--- src/rtl/slvdec_pkg.sv ---
// Shared constants, state encoding and helpers for the slave address decoder.
package slvdec_pkg;

    localparam logic [31:0] SLV_BASE   = 32'hFFEF_0200;
    localparam logic [31:0] SLV_MASK   = 32'hFFEF_0F00;
    localparam int          SLV_ID_LSB = 12;

    typedef enum logic [1:0] {
        IDLE  = 2'd0,
        ISSUE = 2'd1,
        DONE  = 2'd2
    } slvdec_state_t;

    // Counters stick at all-ones instead of wrapping.
    function automatic logic [15:0] sat_inc(input logic [15:0] v);
        return (v == 16'hFFFF) ? v : v + 16'd1;
    endfunction

endpackage

--- src/rtl/slvdec_decode.sv ---
// Combinational address decode: window match plus slave-id range check.
module slvdec_decode
    import slvdec_pkg::*;
#(
    parameter int NSLV = 16
) (
    input  logic [31:0] m_addr,
    output logic        hit,
    output logic [3:0]  id
);

    assign id  = m_addr[SLV_ID_LSB +: 4];
    // Bit 20 and the low byte fall outside the mask, so aliases decode alike.
    assign hit = ((m_addr & SLV_MASK) == SLV_BASE) && (int'(id) < NSLV);

endmodule

--- src/rtl/slvdec.sv ---
// Sequences one arbitrated request at a time onto the slave array and
// returns a completion pulse with read data or a decode error.
module slvdec
    import slvdec_pkg::*;
#(
    parameter int NSLV = 16
) (
    input  logic                      clk,
    input  logic                      rst,
    input  logic                      m_req,
    input  logic [31:0]               m_addr,
    input  logic                      m_rw,
    input  logic [31:0]               m_wdata,
    output logic                      m_ack,
    output logic                      m_err,
    output logic [31:0]               m_rdata,
    output logic [NSLV-1:0]           sel,
    output logic [31:0]               addr,
    output logic                      RW,
    output logic [31:0]               DataToSlave,
    input  logic [NSLV-1:0][31:0]     DataFromSlave,
    output logic [15:0]               txn_cnt,
    output logic [15:0]               err_cnt,
    output slvdec_state_t             dbg_state
);

    // Handshake: m_req is held with stable fields until m_ack; m_ack is a
    // one-cycle pulse and the requester drops m_req on the edge sampling it.

    slvdec_state_t state, next_state;
    logic          dec_hit;
    logic [3:0]    dec_id;
    logic [3:0]    id_q;
    logic          err_q;
    logic [31:0]   rd_mux;

    slvdec_decode #(.NSLV(NSLV)) u_decode (
        .m_addr (m_addr),
        .hit    (dec_hit),
        .id     (dec_id)
    );

    always_ff @(posedge clk or posedge rst) begin
        if (rst) state <= IDLE;
        else     state <= next_state;
    end

    always_comb begin
        next_state = state;
        case (state)
            IDLE:    if (m_req) next_state = dec_hit ? ISSUE : DONE;
            ISSUE:   next_state = DONE;
            DONE:    next_state = IDLE;
            default: next_state = IDLE;
        endcase
    end

    always_comb begin
        m_ack = (state == DONE);
        m_err = (state == DONE) && err_q;
        sel   = '0;
        if (state == ISSUE) begin
            for (int i = 0; i < NSLV; i++) sel[i] = (id_q == 4'(i));
        end
    end

    always_comb begin
        rd_mux = '0;
        for (int i = 0; i < NSLV; i++) begin
            if (id_q == 4'(i)) rd_mux = DataFromSlave[i];
        end
    end

    always_ff @(posedge clk or posedge rst) begin
        if (rst) begin
            addr        <= '0;
            RW          <= 1'b0;
            DataToSlave <= '0;
            id_q        <= '0;
            err_q       <= 1'b0;
            m_rdata     <= '0;
            txn_cnt     <= '0;
            err_cnt     <= '0;
        end else begin
            case (state)
                IDLE: begin
                    if (m_req) begin
                        addr        <= m_addr;
                        RW          <= m_rw;
                        DataToSlave <= m_wdata;
                        id_q        <= dec_id;
                        err_q       <= !dec_hit;
                    end
                end
                ISSUE: begin
                    // Slave data is sampled on the same edge the slave advances.
                    if (!RW) m_rdata <= rd_mux;
                    txn_cnt <= sat_inc(txn_cnt);
                end
                DONE: begin
                    if (err_q) err_cnt <= sat_inc(err_cnt);
                end
                default: ;
            endcase
        end
    end

    assign dbg_state = state;

endmodule

--- config.mk ---
export PLATFORM = sky130hd
export DESIGN_NAME = slvdec
export DESIGN_NICKNAME = d
export VERILOG_FILES = /design/src/rtl/slvdec_pkg.sv /design/src/rtl/slvdec_decode.sv /design/src/rtl/slvdec.sv
export SDC_FILE = /design/constraint.sdc
export NUM_CORES = 1
export LEC_CHECK = 0
export CAP_MARGIN = 15
export CORE_AREA = 2 2 283 285
export CTS_CLUSTER_DIAMETER = 120
export DETAILED_ROUTE_END_ITERATION = 10
export DIE_AREA = 0 0 285 287
export PLACE_DENSITY = 0.37
export RECOVER_POWER = 25
export REMOVE_ABC_BUFFERS = 1
export SYNTH_ARGS = -nofsm -noshare
export SYNTH_HDL_FRONTEND = slang
export SYNTH_SLANG_ARGS = --single-unit
--- constraint.sdc ---
create_clock -name clk -period 7.8 [get_ports clk]
set_input_delay 1.17 -clock clk [delete_from_list [all_inputs] [get_ports clk]]
set_output_delay 1.17 -clock clk [all_outputs]
set_load 0.01 [all_outputs]
==> report_table.html <==
<table>
<tr><th>Metric</th><th>Value</th></tr>
<tr><th colspan="2">Synth</th></tr>
<tr><td>Number of synthesized flops with an enable pin</td><td>0</td></tr>
<tr><td>Area share of the largest cell type after synthesis</td><td>0.306</td></tr>
<tr><td>Portion of netlist area occupied by mux cells</td><td>0.207</td></tr>
<tr><td>Async SR Flop Fraction</td><td>1.00</td></tr>
<tr><td>Yosys warning count</td><td>0</td></tr>
<tr><td>Number of distinct library cells after synthesis</td><td>83</td></tr>
<tr><td>Sequential-to-total area share from yosys stat</td><td>0.306</td></tr>
<tr><td>Fraction of the mapped netlist area in simple logic gates</td><td>0.150</td></tr>
<tr><td>Mean instance size in the synthesized netlist</td><td>between 9 and 10 µm²</td></tr>
<tr><td>Post-synthesis register bit count</td><td>132</td></tr>
<tr><td>Largest family of logic cells by synthesized area</td><td>compound AO/OA/AOI/OAI gates</td></tr>
<tr><td>Predominant post-synthesis flop cell</td><td>sky130_fd_sc_hd__dfrtp_1</td></tr>
<tr><td>Cell taking the most area after synthesis</td><td>sky130_fd_sc_hd__dfrtp_1</td></tr>
<tr><td>Area of the mapped netlist</td><td>between 0.01 and 0.015 mm²</td></tr>
<tr><td>Main area contributors after synthesis</td><td>sky130_fd_sc_hd__dfrtp_1, sky130_fd_sc_hd__mux2_2, sky130_fd_sc_hd__mux2i_1, sky130_fd_sc_hd__a21oi_1, sky130_fd_sc_hd__nor2_1</td></tr>
<tr><td>XOR/XNOR Fraction of Synth Area</td><td>0.0203</td></tr>
<tr><td>Share of synthesized cell area in full adder, half adder and majority cells</td><td>0.00232</td></tr>
<tr><td>Mapped Cells</td><td>1152</td></tr>
<tr><td>Synth Area in Compound Gates</td><td>0.250</td></tr>
<tr><th colspan="2">Power and ir drop</th></tr>
<tr><td>Overall Power</td><td>0.00310 W</td></tr>
<tr><td>Leakage power</td><td>between 7 and 8 nW</td></tr>
<tr><td>Cell Pwr Density</td><td>about 160 mW/mm²</td></tr>
<tr><td>Worst supply voltage drop on vdd</td><td>between 150 and 200 µV</td></tr>
<tr><th colspan="2">Status</th></tr>
<tr><td>Violations in the final reports</td><td>capacitance limit, slew limit</td></tr>
<tr><td>Run status</td><td>finished with violations</td></tr>
<tr><th colspan="2">Die</th></tr>
<tr><td>Cell Rows</td><td>roughly 100</td></tr>
<tr><td>Die X</td><td>285 µm</td></tr>
<tr><td>DIE HEIGHT</td><td>roughly 290 µm</td></tr>
<tr><td>Die outline area</td><td>approximately 0.082 mm²</td></tr>
<tr><td>Initial Util</td><td>0.137</td></tr>
<tr><td>Top-level port count</td><td>~730</td></tr>
<tr><td>Area inside the core boundary</td><td>about 0.079 mm²</td></tr>
<tr><th colspan="2">CTS</th></tr>
<tr><td>Clock tree from TritonCTS</td><td>built</td></tr>
<tr><td>Master cell of the clock root buffer</td><td>sky130_fd_sc_hd__clkbuf_16</td></tr>
<tr><td>Number of buffers created by CTS</td><td>17</td></tr>
<tr><td>Level count of the clock H-tree</td><td>4</td></tr>
<tr><td>Number of clock sinks</td><td>approximately 130</td></tr>
<tr><td>CTS max path bufs</td><td>2</td></tr>
<tr><td>Resize count post-CTS</td><td>0</td></tr>
<tr><td>Clock latency of the later-clocked register in the worst-skew pair</td><td>~480 ps</td></tr>
<tr><td>Clock transition at the registers of the reported paths</td><td>about 80 ps</td></tr>
<tr><td>Number of hold buffers added after CTS</td><td>0</td></tr>
<tr><td># Post-CTS Setup Buffers</td><td>0</td></tr>
<tr><th colspan="2">Timing</th></tr>
<tr><td>Setup total negative slack</td><td>0 ps</td></tr>
<tr><td>Least-Margin Pin Slew</td><td>around 2500 ps</td></tr>
<tr><td>RSZ-0062 raised after global routing</td><td>no</td></tr>
<tr><td>Number of endpoints failing setup at the final stage</td><td>0</td></tr>
<tr><td>Final-report max-slew violation count</td><td>78</td></tr>
<tr><td>Fin Clk Skew</td><td>~14 ps</td></tr>
<tr><td>Period utilization</td><td>0.646</td></tr>
<tr><td>Max_slew headroom</td><td>-0.690</td></tr>
<tr><td>Hold violation total from the final report</td><td>0</td></tr>
<tr><td>Max Clk Rate</td><td>approximately 200 MHz</td></tr>
<tr><td>Post-layout min period</td><td>about 5000 ps</td></tr>
<tr><td>PnR worst setup slack</td><td>2760 ps</td></tr>
<tr><th colspan="2">Route</th></tr>
<tr><td>Routed vias/inst</td><td>about 4.4</td></tr>
<tr><td>DRC</td><td>0</td></tr>
<tr><td>Total vias in the final route</td><td>between 10000 and 15000</td></tr>
<tr><td>Count of routing violations after the opening detailed-route iteration</td><td>711</td></tr>
<tr><td>Post-detailed-route wirelength per cell</td><td>roughly 27 µm</td></tr>
<tr><td>WL final</td><td>~80000 µm</td></tr>
<tr><td>Antenna viol nets, final</td><td>0</td></tr>
<tr><td>Number of detailed-route iterations in the first pass</td><td>5</td></tr>
<tr><th colspan="2">Worst setup path</th></tr>
<tr><td>Critical path arrival</td><td>~4900 ps</td></tr>
<tr><td>Launching element type of the critical path</td><td>primary input</td></tr>
<tr><td>Element type at the critical path end</td><td>asynchronous set/reset pin</td></tr>
<tr><td>CP required</td><td>about 7600 ps</td></tr>
<tr><td>CP Max Fanout</td><td>about 50</td></tr>
<tr><td>Category of the critical setup timing path</td><td>primary input to asynchronous set/reset pin</td></tr>
<tr><th colspan="2">Finish</th></tr>
<tr><td>Seq. cell area</td><td>0.00332 mm²</td></tr>
<tr><td>Area of the multi-input gates</td><td>slightly below 0.007 mm²</td></tr>
<tr><td>Fraction of layout instances using a drive strength above 1</td><td>0.112</td></tr>
<tr><td>Top library cells by usage in the layout, fill and taps aside</td><td>sky130_fd_sc_hd__clkdlybuf4s50_1, sky130_fd_sc_hd__dfrtp_1, sky130_fd_sc_hd__nor2_1, sky130_fd_sc_hd__a21oi_1, sky130_fd_sc_hd__mux2_2</td></tr>
<tr><td>Most frequent standard cell in the layout excluding fill and tap cells</td><td>sky130_fd_sc_hd__clkdlybuf4s50_1</td></tr>
<tr><td># fillers</td><td>8510</td></tr>
<tr><td>Area growth from synthesis to layout</td><td>81.6%</td></tr>
<tr><td>Final Core Density</td><td>0.249</td></tr>
<tr><td>Final instance area</td><td>approximately 0.020 mm²</td></tr>
<tr><td>Number of nets at the end of the flow</td><td>about 2400</td></tr>
<tr><th colspan="2">Global route</th></tr>
<tr><td>Met3 track utilization from global routing</td><td>0.0494</td></tr>
<tr><td>Number of global-route vias before repair</td><td>between 10000 and 15000</td></tr>
<tr><td>Met1 capacity usage during global routing</td><td>0.221</td></tr>
<tr><td>Leftover overflow at the end of global routing</td><td>0</td></tr>
<tr><td>Largest net degree at the start of global routing</td><td>90</td></tr>
<tr><td>Combined global-route utilization of all metal layers</td><td>0.187</td></tr>
<tr><td>Grt peak-use layer</td><td>met2</td></tr>
<tr><td>Met2 capacity usage during global routing</td><td>0.332</td></tr>
<tr><td>Global-route wire length before repair</td><td>around 110000 µm</td></tr>
<tr><td>Antenna violations before repair</td><td>16</td></tr>
<tr><th colspan="2">Placed design</th></tr>
<tr><td>Number of port buffers</td><td>roughly 730</td></tr>
<tr><td>Detailed Place HPWL</td><td>62200 µm</td></tr>
<tr><td>GPL Wtd Cong</td><td>0.876</td></tr>
<tr><td>Post-Place Setup Slack</td><td>3720 ps</td></tr>
<tr><td>Placed standard-cell area</td><td>0.0190 mm²</td></tr>
<tr><th colspan="2">Flow run</th></tr>
<tr><td>Count of max-cap constraint violations</td><td>2</td></tr>
<tr><th colspan="2">Worst hold path</th></tr>
<tr><td>Path type of the worst min-delay path</td><td>register to register</td></tr>
</table>
stage by stage:
step,hold slack [ps],std cells
2_1_floorplan,459,1045
3_3_place_gp,477,2847
3_5_place_dp,488,2847
4_1_cts,502,2879
5_1_grt,523,2883
6_report,496,2887
critical path, stage by stage:
cell,delay [ps]
sky130_fd_sc_hd__dlygate4sd3_1,550
sky130_fd_sc_hd__clkinvlp_2,1410
sky130_fd_sc_hd__clkbuf_1,1690
layer usage:
layer  up-vias  share of wire  wire length [µm]
li1       5777              -                 -
met1      6267           0.40             31600
met2       610           0.51             39900
met3        80          0.072              5680
met4        12          0.020              1550
met5         -        0.00080                63
report_power, final:
part           switching, W  internal (W)
clock              0.000427      0.000494
sequential        0.0000944      0.000758
combinational      0.000646      0.000683
total               0.00117       0.00193
cell type report:
cell class                 instances  share of cell area
multi-input combinational        904               0.348
timing repair buffer             752               0.381
inverter                           9             0.00198
sequential                       132               0.169
clock buffer                      17              0.0217
clock inverter                    15              0.0104
antenna                            8             0.00102
tap                             1050              0.0670
cell usage after synthesis, drive strengths merged (17+ instances only):
master	number
o22ai	51
a22oi	18
nor2	110
nand3	19
a211oi	20
o21ai	70
clkbuf	24
mux2	105
mux4	17
buf	83
a221oi	21
o31ai	19
nand2	38
a21oi	88
mux2i	62
nor2b	28
dfrtp	132
cells by family after synthesis:
logic type	Yosys count
simple gates	301
fa+ha+maj	2
mux	184
buf+inv	116
flops	132
xor+xnor	25
compound gates	392
path summary, 6_finish.rpt:
kind / from / end / slack (ps) / cells past startpoint
max in group clk: addr[13] / sel[7] / 3170 / 4
max: rst / addr[15] / 2760 / 3
max reg2reg: addr[15] / m_rdata[16] / 4110 / 6
min reg2reg: err_cnt[7] / err_cnt[7] / 500 / 1
min: err_cnt[7] / err_cnt[7] / 500 / 1
min in group asynchronous: rst / m_rdata[17] / 1830 / 2
flip-flops by register name, summed over array words and instances (netlist names):
name and cells:
err_q 1, dbg_state 2, err_cnt 16, txn_cnt 16, m_rdata 32, RW 1, DataToSlave 32, addr 32
(Power assumes the default switching activity.)
==> edit 1, RTL diff (config.mk and constraints unchanged) <==
`NSLV` is set to 16 in 2 places; all go to 17.
--- a/src/rtl/slvdec_decode.sv
+++ b/src/rtl/slvdec_decode.sv
@@ -3,5 +3,5 @@
     import slvdec_pkg::*;
 #(
-    parameter int NSLV = 16
+    parameter int NSLV = 17
 ) (
     input  logic [31:0] m_addr,
--- a/src/rtl/slvdec.sv
+++ b/src/rtl/slvdec.sv
@@ -4,5 +4,5 @@
     import slvdec_pkg::*;
 #(
-    parameter int NSLV = 16
+    parameter int NSLV = 17
 ) (
     input  logic                      clk,
Interface: changed (resized DataFromSlave and sel); port bits go from 729 to 762. The function was not compared with the original's and may differ.
==> edit 1 against the unedited design <==
  * The run still ends with capacitance limit, slew limit left
  * Routed wire length grew 0.71%
  * Final cell count grew 1.5%
  * Clock power shrank 2%
  * Power shrank 0.18%
  * Non-clock buffer count grew 3
  * First-iteration DRC count grew 24%
  * Synthesized area shrank 1.0%
  * Die area is the same
  * Sequential share of layout area grew 0.10 points
  * Setup slack gained 290 ps
  * Critical path depth is the same
  * Final area shrank 0.60%
  * Sequential cell count is the same
==> edit 1: results (changes against the unedited design) <==
Status
  • Status: complete, but fails checks
  • Violated checks: capacitance limit, slew limit

Final layout
  • Largest registers: DataToSlave x32, addr x32, m_rdata x32
  • NumNets Final: 2475 (+3.2%)
  • FILL cells: 8520 (+0.12%)
  • Fraction of layout instances using a drive strength above 1: 10.30% (-0.91 points)

Clock tree
  • Root Buffer Master: clkbuf_16
  • Clk buf depth: 2 (unchanged)
  • Post-CTS setup buffer count: 0 (unchanged)
  • # resized after CTS: 0 (unchanged)
  • CTS H-tree lvls: 4 (unchanged)
  • Worst-Skew Late Latency: 470 ps
  • Worst-path clk slew: 70 ps
  • CTS buffer count: 17 (unchanged)

Critical path
  • R2R Setup Slk: 3800 ps (-310 ps)
  • Worst Path Arrival: 5110 ps (+240 ps)
  • Crit path max-delay cell type: clkinvlp_2
  • Reg2reg path depth: 7 (+1)
  • Max stage delay on crit path: 2200 ps (+510 ps)
  • CP max FO: 76 (+49%)
  • Critical R2R Capture: m_rdata[24]$_DFFE_PP0P_
  • Critical R2R Launch: addr[12]$_DFFE_PP0P_
  • Top delay family on crit path: buffers and inverters

Hold path
  • Tightest Hold Check Type: reg -> reg
  • Hold Path Stages: 1 (unchanged)
  • WHS Endpoint: txn_cnt[15]$_DFFE_PP0P_
  • Worst Min Path Start: txn_cnt[15]$_DFFE_PP0P_

Place
  • Hpwl dp: 60760 µm (-2.3%)
  • Port bufs: 729 (+0.14%)
  • RD Place Congestion: 0.8684 (-0.88%)

Global route
  • Initial antenna violation count: 14 (-2)
  • Largest net degree at the start of global routing: 77 (-14%)
  • Vias in the first global route: 13890 (+0.54%)
  • First-pass GRT wire length: 107800 µm (-0.96%)
  • Total GRT Usage: 18.72% (about the same)

Logic synthesis
  • Top cells by area, synth: dfrtp_1 31%, mux2_2 9.5%, mux2i_1 6.9%
  • Ys async rst share: 100.0% (unchanged)
  • Yosys cell types: 80 (-3.6%)
  • Yosys warnings: 0 (unchanged)
  • Post-Synth Adder-Cell Area: 0.2341% (+0.0023 points)
  • Synth Area in Compound Gates: 28.52% (+3.5 points)
  • Seq/Total Area, Yosys: 30.90% (+0.31 points)
  • Mux share of post-synthesis cell area: 17.04% (-3.7 points)
  • Ys flop type: dfrtp_1
  • Top post-synthesis cells by count: 132 x dfrtp_1, 109 x a21oi_1, 99 x nor2_1
  • Post-Synth XOR/XNOR Area: 2.130% (+0.10 points)

Power and ir drop
  • P_leak: 7.202 nW (+1.3%)
  • VDD IR-drop max: 171.4 µV (+4.5%)

STA
  • WHS: 499.0 ps (+2.926 ps)
  • Pins Over Slew Limit: 77 (-1.3%)
  • Rel. slew slack: -169.5% (-100 points)
  • Setup Skew: 12.54 ps (-1.516 ps)

Drt
  • Wirelength per Cell: 27.08 µm (-0.73%)
  • First drt pass iteration count: 7 (+2)
  • ANT nets after route: 0 (unchanged)
  • DRT iter0 DRCs: 882 (+24%)
  • Via-to-Cell Ratio: 4.448 (+0.75%)

Run
  • Max-Cap Viols: 1 (-1)
[edit 1: final cells by class]
class                      instances  area share [%]
multi-input combinational        937           34.26
antenna                            5         0.06418
inverter                          18          0.3530
timing repair buffer             755           38.45
clock inverter                    15          0.9306
tap                             1050           6.739
sequential                       132           17.02
clock buffer                      17           2.182
[edit 1: metrics by stage]
step	setup slack, ps	utilization [%]	instance area, µm²	power [mW]	cells
floorplan	162.4	-	10020	1.432	1087
global placement	3507	24.02	18880	2.217	2891
detailed placement	3514	24.03	18890	2.223	2892
CTS	2981	24.80	19500	3.164	2924
global route	2442	24.80	19490	3.269	2928
finish	3053	24.80	19490	3.096	2929
[edit 1: cell families (layout without fill, tap and decap cells)]
logic type / after synthesis / after routing
compound gates: 440 / 440
other cells: 0 / 5
xor+xnor: 26 / 26
simple gates: 300 / 300
mux: 169 / 169
buf+inv: 134 / 805
fa+ha+maj: 2 / 2
flops: 132 / 132
[edit 1: worst max path at each step]
stage,to,from,slack (ps)
finish,addr[14]$_DFFE_PP0P_,rst,3050
global placement,sel[2],addr[14]$_DFFE_PP0P_,3510
global route,addr[14]$_DFFE_PP0P_,rst,2440
detailed placement,sel[2],addr[14]$_DFFE_PP0P_,3510
floorplan,sel[11],addr[12]$_DFFE_PP0P_,160
CTS,sel[2],addr[14]$_DFFE_PP0P_,2980
[edit 1: where the power goes]
part	leakage, nW	switching [mW]	total [mW]	internal [mW]
Sequential	1.64	0.0900	0.844	0.754
Combinational	5.26	0.687	1.35	0.664
Clock	0.294	0.416	0.902	0.486
Total	7.20	1.19	3.10	1.90
[edit 1: per-layer routing]
layer / track usage (%) / share of wire [%] / up-vias
met2: 31.61 / 48 / 615
met1: 22.16 / 40 / 6422
li1: - / - / 5903
met5: 0 / 0.016 / -
met3: 6.397 / 8.6 / 87
met4: 6.230 / 2.6 / 2
==> edit 2, RTL diff (config.mk and constraints unchanged) <==
Made on the original files. Reset style: synchronous (`rst`), changed in 2 clocked blocks.
--- a/src/rtl/slvdec.sv
+++ b/src/rtl/slvdec.sv
@@ -41,5 +41,5 @@
     );
 
-    always_ff @(posedge clk or posedge rst) begin
+    always_ff @(posedge clk) begin
         if (rst) state <= IDLE;
         else     state <= next_state;
@@ -72,5 +72,5 @@
     end
 
-    always_ff @(posedge clk or posedge rst) begin
+    always_ff @(posedge clk) begin
         if (rst) begin
             addr        <= '0;
Behaviour: differs if rst is asserted again (counterexample within 4 cycles, from zero or initial values and one cycle with rst high); with rst held inactive, the same outputs for 4 cycles.
==> edit 2 against the unedited design <==
  * The flow still finishes with violations (capacitance limit, slew limit)
  * Setup slack better by 510 ps
  * Final area down 0.66%
  * Die area unchanged
  * Maximum frequency up 11%
  * Power down 23%
  * Sequential share of layout area down 3.3 points
  * Routed wire length up 12%
  * Synthesized area down 1.0%
  * Sequential cell count unchanged
==> edit 2: results (changes against the unedited design) <==
Logic synthesis
  • Post-Synth Adder-Cell Area: 0.2342% (+0.0024 points)
  • Yosys cell types: 82 (-1.2%)
  • Synth Area in Compound Gates: 33.06% (+8.1 points)
  • Mux share of post-synthesis cell area: 8.443% (-12 points)
  • Top post-synthesis cells by count: 219 x nand2_1, 145 x a21oi_1, 132 x dfxtp_1
  • Post-Synth XOR/XNOR Area: 2.049% (+0.021 points)
  • Ys flop type: dfxtp_1
  • Ys async rst share: 0% (-100 points)
  • Top cells by area, synth: dfxtp_1 25%, nand2_1 7.7%, a21oi_1 6.8%
  • Yosys warnings: 0 (unchanged)
  • Seq/Total Area, Yosys: 24.73% (-5.9 points)

Clock tree
  • Post-CTS setup buffer count: 0 (unchanged)
  • CTS buffer count: 17 (unchanged)
  • Worst-Skew Late Latency: 490 ps
  • Worst-path clk slew: 80 ps (about the same)
  • Root Buffer Master: clkbuf_16
  • Clk buf depth: 2 (unchanged)
  • CTS H-tree lvls: 4 (unchanged)
  • # resized after CTS: 0 (unchanged)

STA
  • Rel. slew slack: -20.17% (+49 points)
  • Pins Over Slew Limit: 25 (-68%)
  • Setup Skew: 20.08 ps (+6.024 ps)

Drt
  • First drt pass iteration count: 6 (+1)
  • Post-Route WL: 87980 µm (+12%)
  • Via-to-Cell Ratio: 4.589 (+3.9%)
  • DRT iter0 DRCs: 956 (+34%)

Final layout
  • FILL cells: 8710 (+2.4%)
  • Fraction of layout instances using a drive strength above 1: 6.829% (-4.4 points)
  • NumNets Final: 2663 (+11%)

Global route
  • Total GRT Usage: 20.76% (+2.0 points)
  • Vias in the first global route: 14950 (+8.2%)
  • First-pass GRT wire length: 120600 µm (+11%)
  • Largest net degree at the start of global routing: 112 (+24%)
  • Initial antenna violation count: 20 (+4)

Status
  • Violated checks: capacitance limit, slew limit
  • Status: complete, but fails checks

Critical path
  • CP max FO: 36 (-29%)
  • Worst Path Arrival: 3360 ps (-1510 ps)
  • Max stage delay on crit path: 850 ps (-840 ps)
  • Crit path max-delay cell type: nor2b_4

Hold path
  • Tightest Hold Check Type: reg -> reg

Place
  • Hpwl dp: 68480 µm (+10%)
  • RD Place Congestion: 0.9024 (+3.0%)
  • Port bufs: 728 (unchanged)

Power and ir drop
  • P_leak: 6.414 nW (-9.8%)
  • VDD IR-drop max: 171.9 µV (+4.8%)

Run
  • Max-Cap Viols: 1 (-1)
## edit 2: critical path: cells and delay by family, from the launching register on
| family | cells | cell delay (ps) |
|---|---|---|
| buffers and inverters | 1 | 560 |
| AND/OR/NAND/NOR | 3 | 1630 |
| flip-flops | 1 | 640 |
## edit 2: per-stage QoR
step / instances / worst slack (ps) / area [µm²] / hold slack [ps]
floorplan: 1302 / 1443 / 9948 / 426.0
finish: 3151 / 3267 / 19480 / 453.4
CTS: 3144 / 3246 / 19470 / 456.4
global placement: 3111 / 3858 / 18860 / 443.0
detailed placement: 3112 / 3808 / 18860 / 445.9
global route: 3151 / 3117 / 19480 / 474.6
## edit 2: layout make-up
class / count / share of cell area (%)
Sequential cell: 132 / 13.64
Clock buffer: 17 / 2.184
Multi-Input combinational cell: 1155 / 37.46
Antenna cell: 7 / 0.08991
Inverter: 15 / 0.2890
Timing Repair Buffer: 760 / 38.67
Clock inverter: 15 / 0.9248
Tap cell: 1050 / 6.743
## edit 2: routing by layer
layer | global-route usage [%] | wire [µm]
met2 | 36.50 | 43420
met3 | 5.603 | 6461
met1 | 25.20 | 36790
met5 | 0 | 142
met4 | 4.529 | 1154
## edit 2: where the power goes
group	total [mW]	internal (mW)	switching (mW)
registers	0.722	0.694	0.0280
clock network	0.887	0.458	0.428
logic	0.769	0.419	0.350
## edit 2: final timing paths
| check | start | to | slack [ps] | depth (start not counted) |
|---|---|---|---|---|
| worst max-delay path | addr[15]$_SDFFE_PP0P_ | sel[11] | 3270 | 4 |
| worst min-delay path | addr[7]$_SDFFE_PP0P_ | addr[7]$_SDFFE_PP0P_ | 450 | 2 |
| worst max register to register | addr[14]$_SDFFE_PP0P_ | m_rdata[21]$_SDFFE_PP0P_ | 4550 | 5 |
| worst min register to register | addr[7]$_SDFFE_PP0P_ | addr[7]$_SDFFE_PP0P_ | 450 | 2 |
## edit 2: kinds of logic after synthesis
group                      count (synthesis)
xor gates and xnor gates                  25
and+or+nand+nor                          529
buffers and inverters                    160
DFF                                      132
adders and majority gates                  2
muxes                                     76
AOI/OAI and AO/OA                        523
